[src/rtl/mem_stage.sv]
// MEM pipeline stage: EX/MEM register, req/ack data-memory access FSM with timeout,
// byte-lane store replication and load extraction/extension.
module mem_stage #(
  parameter int unsigned TIMEOUT = 255
) (
  input  logic        clk,
  input  logic        rst_n,
  input  logic        RegWriteE,
  input  logic        MemtoRegE,
  input  logic        MemReadE,
  input  logic        MemWriteE,
  input  logic [1:0]  MemSizeE,
  input  logic        MemSignedE,
  input  logic [31:0] ALUOutE,
  input  logic [31:0] WriteDataE,
  input  logic [4:0]  WriteRegE,
  output logic [31:0] ALUOutMOut,
  output logic [4:0]  WriteRegM,
  output logic        RegWriteM,
  output logic        MemtoRegM,
  output logic [31:0] ReadDataM,
  output logic        StallM,
  output logic        MisalignM,
  output logic        BusErrM,
  output logic        dmem_req,
  output logic        dmem_we,
  output logic [31:0] dmem_addr,
  output logic [3:0]  dmem_be,
  output logic [31:0] dmem_wdata,
  input  logic [31:0] dmem_rdata,
  input  logic        dmem_ack
);

  typedef enum logic {IDLE = 1'b0, ACCESS = 1'b1} state_t;

  localparam logic [7:0] LAST_WAIT = 8'(TIMEOUT - 1);

  state_t      state, next_state;
  logic [7:0]  wait_cnt;
  logic        timeout;
  logic        aligned_op_e;

  logic        reg_write;
  logic        mem_to_reg;
  logic        mem_read;
  logic        mem_write;
  logic [1:0]  mem_size;
  logic        mem_signed;
  logic [31:0] alu_out;
  logic [31:0] write_data;
  logic [4:0]  write_reg;

  function automatic logic is_misaligned(input logic [1:0] size, input logic [1:0] addr);
    case (size)
      2'b00:   is_misaligned = 1'b0;
      2'b01:   is_misaligned = addr[0];
      default: is_misaligned = (addr != 2'b00);
    endcase
  endfunction

  function automatic logic [3:0] lane_enables(input logic [1:0] size, input logic [1:0] addr);
    case (size)
      2'b00:   lane_enables = 4'b0001 << addr;
      2'b01:   lane_enables = addr[1] ? 4'b1100 : 4'b0011;
      default: lane_enables = 4'b1111;
    endcase
  endfunction

  function automatic logic [31:0] replicate(input logic [1:0] size, input logic [31:0] data);
    case (size)
      2'b00:   replicate = {4{data[7:0]}};
      2'b01:   replicate = {2{data[15:0]}};
      default: replicate = data;
    endcase
  endfunction

  function automatic logic [31:0] extract(input logic [1:0] size, input logic sgn,
                                          input logic [1:0] addr, input logic [31:0] data);
    logic [7:0]  b;
    logic [15:0] h;
    b = 8'h00;
    h = 16'h0000;
    case (size)
      2'b00: begin
        case (addr)
          2'b00:   b = data[7:0];
          2'b01:   b = data[15:8];
          2'b10:   b = data[23:16];
          default: b = data[31:24];
        endcase
        extract = {{24{sgn & b[7]}}, b};
      end
      2'b01: begin
        h = addr[1] ? data[31:16] : data[15:0];
        extract = {{16{sgn & h[15]}}, h};
      end
      default: extract = data;
    endcase
  endfunction

  assign aligned_op_e = (MemReadE | MemWriteE) & ~is_misaligned(MemSizeE, ALUOutE[1:0]);
  assign timeout      = (state == ACCESS) & ~dmem_ack & (wait_cnt == LAST_WAIT);

  // EX/MEM pipeline register: loads whenever the stage is not stalled
  always_ff @(posedge clk) begin
    if (!rst_n) begin
      reg_write  <= 1'b0;
      mem_to_reg <= 1'b0;
      mem_read   <= 1'b0;
      mem_write  <= 1'b0;
      mem_size   <= 2'b00;
      mem_signed <= 1'b0;
      alu_out    <= 32'h0000_0000;
      write_data <= 32'h0000_0000;
      write_reg  <= 5'd0;
    end else if (!StallM) begin
      reg_write  <= RegWriteE;
      mem_to_reg <= MemtoRegE;
      mem_read   <= MemReadE;
      mem_write  <= MemWriteE;
      mem_size   <= MemSizeE;
      mem_signed <= MemSignedE;
      alu_out    <= ALUOutE;
      write_data <= WriteDataE;
      write_reg  <= WriteRegE;
    end
  end

  // State register and wait counter; the counter restarts whenever a new instruction loads
  always_ff @(posedge clk) begin
    if (!rst_n) begin
      state    <= IDLE;
      wait_cnt <= 8'd0;
    end else begin
      state    <= next_state;
      wait_cnt <= StallM ? (wait_cnt + 8'd1) : 8'd0;
    end
  end

  // Next-state logic
  always_comb begin
    next_state = IDLE;
    case (state)
      IDLE:    next_state = aligned_op_e ? ACCESS : IDLE;
      ACCESS: begin
        if (StallM) begin
          next_state = ACCESS;
        end else begin
          next_state = aligned_op_e ? ACCESS : IDLE;
        end
      end
      default: next_state = IDLE;
    endcase
  end

  // Stage outputs; an ack in the same cycle beats the timeout
  always_comb begin
    StallM     = 1'b0;
    BusErrM    = 1'b0;
    dmem_req   = 1'b0;
    dmem_we    = 1'b0;
    dmem_be    = 4'b0000;
    dmem_wdata = 32'h0000_0000;
    ReadDataM  = 32'h0000_0000;
    MisalignM  = (mem_read | mem_write) & is_misaligned(mem_size, alu_out[1:0]);
    case (state)
      ACCESS: begin
        StallM   = ~dmem_ack & ~timeout;
        BusErrM  = timeout;
        dmem_req = 1'b1;
        dmem_we  = mem_write;
        dmem_be  = lane_enables(mem_size, alu_out[1:0]);
        if (mem_write) begin
          dmem_wdata = replicate(mem_size, write_data);
        end else begin
          dmem_wdata = 32'h0000_0000;
        end
        if (dmem_ack) begin
          ReadDataM = extract(mem_size, mem_signed, alu_out[1:0], dmem_rdata);
        end else begin
          ReadDataM = 32'h0000_0000;
        end
      end
      default: begin
        StallM = 1'b0;
      end
    endcase
    RegWriteM = reg_write & ~StallM & ~MisalignM & ~BusErrM;
  end

  assign ALUOutMOut = alu_out;
  assign WriteRegM  = write_reg;
  assign MemtoRegM  = mem_to_reg;
  assign dmem_addr  = {alu_out[31:2], 2'b00};

endmodule

[config.mk]
export PLATFORM = sky130hd
export DESIGN_NAME = mem_stage
export DESIGN_NICKNAME = d
export VERILOG_FILES = /design/src/rtl/mem_stage.sv
export SDC_FILE = /design/constraint.sdc
export NUM_CORES = 1
export LEC_CHECK = 0
export ABC_AREA = 1
export ABC_CLOCK_PERIOD_IN_PS = 1900
export CAP_MARGIN = 20
export CORE_AREA = 2 2 112 114
export CTS_CLUSTER_DIAMETER = 100
export DETAILED_ROUTE_END_ITERATION = 12
export DIE_AREA = 0 0 114 116
export PLACE_DENSITY = 0.81
export SLEW_MARGIN = 20
export SYNTH_ARGS = -nofsm -noshare
export SYNTH_HDL_FRONTEND = slang
export SYNTH_SLANG_ARGS = --single-unit
[constraint.sdc]
create_clock -name clk -period 1.9 [get_ports clk]
set_clock_uncertainty 0.05 [all_clocks]
set_input_delay 0.38 -clock clk [delete_from_list [all_inputs] [get_ports clk]]
set_output_delay 0.38 -clock clk [all_outputs]
set_load 0.02 [all_outputs]
==> flow_summary.ini <==
[run_status]
run_status = finished, violations left
failing_checks = setup timing

[cells_and_area]
nets = 1076
antennaDiodeCount = 0
flow.area_growth_from_synthesis_pct = 75.7
layout-drive-gt1-share = 0.267
final_cell_count_no_fill = 1114
post-route-cell-area_sq_um = 8290

[place]
placed_area_sq_um = 7580
place_worst_setup_slack_ns = -0.746
gpl.final_weighted_congestion = 0.922
port_buffers = 252
place.detailed.hpwl_microns = 12400
placedCellCount = 1091

[sta]
final.period_utilization = 1.12
drv_slew = 0
final-hold-violation-count = 0
final_worst_setup_slack_ns = -0.232
maxClockFrequency_ghz = 0.469
rsz0062_at_grt = true
layout_min_cycle_time_ns = 2.13
setup-violations-final = 41

[floorplanning]
die_height_microns = 116
die_area_sq_um = 13200
starting_density = 0.396
std_cell_rows = 40
die-width_microns = 114
number_of_top_level_pins = 255
coreArea_sq_um = 11900

[clock_network]
h-tree-depth = 3
holdBufCountCts = 0
clk_path_buf_depth = 2
cts.clk_slew.worst_paths_ns = 0.06
clkSinkCount = 85
cts-buffers-inserted = 9
tritoncts = yes
insertion_delay_ns = 0.34
library_cell_used_as_clock_root_buffer = sky130_fd_sc_hd__clkbuf_16

[routing]
final_antenna_net_count = 0
first_iter_violations = 361
route.detailed.wl_per_inst_microns = 15.4
wirelength_microns = 17200
detailroute.via_count = 5473
drc = 0
vias_per_cell = 4.91
dr.pass1.iters = 5

[critical_path]
timing.critical_path.from = mem_size[0]
depth_of_the_worst_register_to_register_path = 11
setup.worst_path.end_class = output pin
endpoint = ReadDataM[26]
critical_path.max_fanout = 13
worst_r2r_startpoint = wait_cnt[5]
timing.setup.critical_path_class = flip-flop to output pin
rr_endpoint = write_data[2]
cp.required_ns = 1.47
reg2reg_setup_slack_ns = 0.20
cp.arrival_ns = 1.70
critical_path.startpoint_type = flip-flop

[yosys]
yosysSeqAreaShare = 0.361
syn_area_per_cell_sq_um = 6.78
ys_ff_latch = 85
synth_cell_type_count = 31
synth.yosys.warnings = 0
postSynthCellCount = 696
syn-cell-area_sq_um = 4720

[global_routing]
grt_first_pass_wirelength_microns = 25800
number_of_global_route_vias_before_repair = 5298
overflow_left_after_global_routing = 0
antenna_violations_before_repair = 0
grt_start_max_net_pins = 48
globalRouteTotalUtil = 0.246

[min_path]
hp-class = flip-flop to flip-flop

[pwr]
total_power_uw = 5240
p_leak_uw = 0.00375
ir_drop_worst_vdd_mv = 0.551
power_density_nw_per_um2 = 632

[job]
max_cap_viol_count = 0
## power breakdown
part,switching (uW),internal [uW]
Sequential,108,1910
Combinational,811,819
Clock,685,911
Total,1600,3640
## state kept, by name, summed over array words and instances, names as in the netlist
| signal | flops |
|---|---|
| write_data | 32 |
| ALUOutMOut | 32 |
| mem_signed | 1 |
| mem_size | 2 |
| mem_read | 1 |
| MemtoRegM | 1 |
| mem_write | 1 |
| reg_write | 1 |
| wait_cnt | 8 |
| state | 1 |
| WriteRegM | 5 |
## how the worst min path moves through the flow
| stage | startpoint | endpoint | cells after the start |
|---|---|---|---|
| 2_1_floorplan | wait_cnt[0] | wait_cnt[0] | 1 |
| 3_3_place_gp | wait_cnt[3] | wait_cnt[3] | 2 |
| 3_5_place_dp | write_data[20] | write_data[20] | 2 |
| 4_1_cts | wait_cnt[3] | wait_cnt[3] | 2 |
| 5_1_grt | wait_cnt[3] | wait_cnt[3] | 2 |
| 6_report | wait_cnt[3] | wait_cnt[3] | 2 |
## worst max-delay path, cell delays in order (launching register included)
cell and delay [ns]:
sky130_fd_sc_hd__dfxtp_4 0.36, sky130_fd_sc_hd__nor2_4 0.14, sky130_fd_sc_hd__inv_4 0.08, sky130_fd_sc_hd__nor2_2 0.15, sky130_fd_sc_hd__nand3_4 0.09, sky130_fd_sc_hd__nand3_2 0.09, sky130_fd_sc_hd__nand2_4 0.07, sky130_fd_sc_hd__buf_12 0.15
sky130_fd_sc_hd__nor2_2 0.10, sky130_fd_sc_hd__buf_6 0.12
## per-stage QoR
step | hold slack [ns] | utilization | setup TNS [ns]
floorplan | 0.391 | - | -0.156
global placement | 0.419 | 0.637 | -35.24
detailed placement | 0.433 | 0.637 | -35.23
CTS | 0.433 | 0.660 | -5.52
global route | 0.462 | 0.696 | -9.09
finish | 0.439 | 0.696 | -5.80
## Yosys cell counts
cell | count | area [sq um]
sky130_fd_sc_hd__inv_1 | 48 | 180
sky130_fd_sc_hd__buf_2 | 5 | 25.0
sky130_fd_sc_hd__nand2_1 | 52 | 195
sky130_fd_sc_hd__conb_1 | 1 | 3.75
sky130_fd_sc_hd__o21ai_2 | 1 | 8.76
sky130_fd_sc_hd__nand4_2 | 1 | 12.5
sky130_fd_sc_hd__nor2_2 | 13 | 81.3
sky130_fd_sc_hd__inv_2 | 3 | 11.3
sky130_fd_sc_hd__nand3_2 | 1 | 10.0
sky130_fd_sc_hd__clkbuf_1 | 20 | 75.1
sky130_fd_sc_hd__o211ai_1 | 1 | 7.51
sky130_fd_sc_hd__buf_4 | 37 | 278
sky130_fd_sc_hd__or2_2 | 1 | 6.26
sky130_fd_sc_hd__buf_1 | 1 | 3.75
sky130_fd_sc_hd__nor2_1 | 249 | 935
sky130_fd_sc_hd__xor2_1 | 1 | 8.76
sky130_fd_sc_hd__nor3_1 | 3 | 15.0
sky130_fd_sc_hd__o22ai_1 | 10 | 62.6
sky130_fd_sc_hd__xnor2_1 | 2 | 17.5
sky130_fd_sc_hd__nand2_2 | 4 | 25.0
sky130_fd_sc_hd__o21bai_1 | 76 | 571
sky130_fd_sc_hd__dfxtp_1 | 85 | 1700
sky130_fd_sc_hd__a21oi_1 | 23 | 115
sky130_fd_sc_hd__nand3_1 | 19 | 95.1
sky130_fd_sc_hd__nand3_4 | 1 | 17.5
sky130_fd_sc_hd__nand4_1 | 1 | 6.26
sky130_fd_sc_hd__ha_1 | 2 | 25.0
sky130_fd_sc_hd__a31oi_1 | 5 | 31.3
sky130_fd_sc_hd__buf_6 | 6 | 67.6
sky130_fd_sc_hd__o21ai_0 | 23 | 115
sky130_fd_sc_hd__nor2_4 | 1 | 11.3
## cells by family (layout without fill, tap and decap cells)
group,count (synthesis),after routing,synth area share
flip-flops,85,85,0.361
buffers and inverters,120,390,0.136
other,1,2,0.000795
AND/OR/NAND/NOR,346,346,0.299
XOR/XNOR,3,3,0.00557
adder cells (fa/ha/maj),2,2,0.00530
AO/OA/AOI/OAI,139,139,0.193
## final cells by class
type                            instances  area [sq um]
Timing Repair Buffer                  324          3180
Fill cell                             970          3620
Sequential cell                        85          1720
Inverter                               51           214
Tap cell                              147           184
Multi-Input combinational cell        492          2730
Clock buffer                           13           250
Clock inverter                          2          10.0
## metal layers
| metal | vias to the layer above | share of wire | track usage |
|---|---|---|---|
| li1 | 2712 | - | - |
| met1 | 2483 | 0.38 | 0.272 |
| met5 | - | 0 | 0 |
| met3 | 38 | 0.088 | 0.0680 |
| met2 | 240 | 0.51 | 0.450 |
| met4 | 0 | 0.028 | 0.0911 |
## cells in the final DEF (no fill, tap or decap), types with 7 or more instances in the layout
| cell type | Yosys | layout |
|---|---|---|
| sky130_fd_sc_hd__nor2_1 | 249 | 241 |
| sky130_fd_sc_hd__clkdlybuf4s50_1 | 0 | 173 |
| sky130_fd_sc_hd__buf_4 | 37 | 79 |
| sky130_fd_sc_hd__o21bai_1 | 76 | 76 |
| sky130_fd_sc_hd__dfxtp_1 | 85 | 75 |
| sky130_fd_sc_hd__buf_6 | 6 | 37 |
| sky130_fd_sc_hd__inv_1 | 48 | 33 |
| sky130_fd_sc_hd__nand2_1 | 52 | 31 |
| sky130_fd_sc_hd__a21oi_1 | 23 | 18 |
| sky130_fd_sc_hd__nand2_2 | 4 | 17 |
| sky130_fd_sc_hd__nor2_2 | 13 | 16 |
| sky130_fd_sc_hd__dlygate4sd2_1 | 0 | 15 |
| sky130_fd_sc_hd__inv_2 | 3 | 14 |
| sky130_fd_sc_hd__nand3_1 | 19 | 12 |
| sky130_fd_sc_hd__buf_12 | 0 | 12 |
| sky130_fd_sc_hd__clkbuf_16 | 0 | 10 |
| sky130_fd_sc_hd__nand3_2 | 1 | 7 |
| sky130_fd_sc_hd__nand2_4 | 0 | 7 |
| sky130_fd_sc_hd__o21ai_0 | 23 | 7 |
## timing repair
item,in CTS,in global routing
hold endpoints to repair,0,0
endpoints found under the setup margin,75,69
pin swaps,4,16
gates resized for setup,401,110
buffers inserted,6,4
cloned,0,1
(Power assumes the default switching activity.)
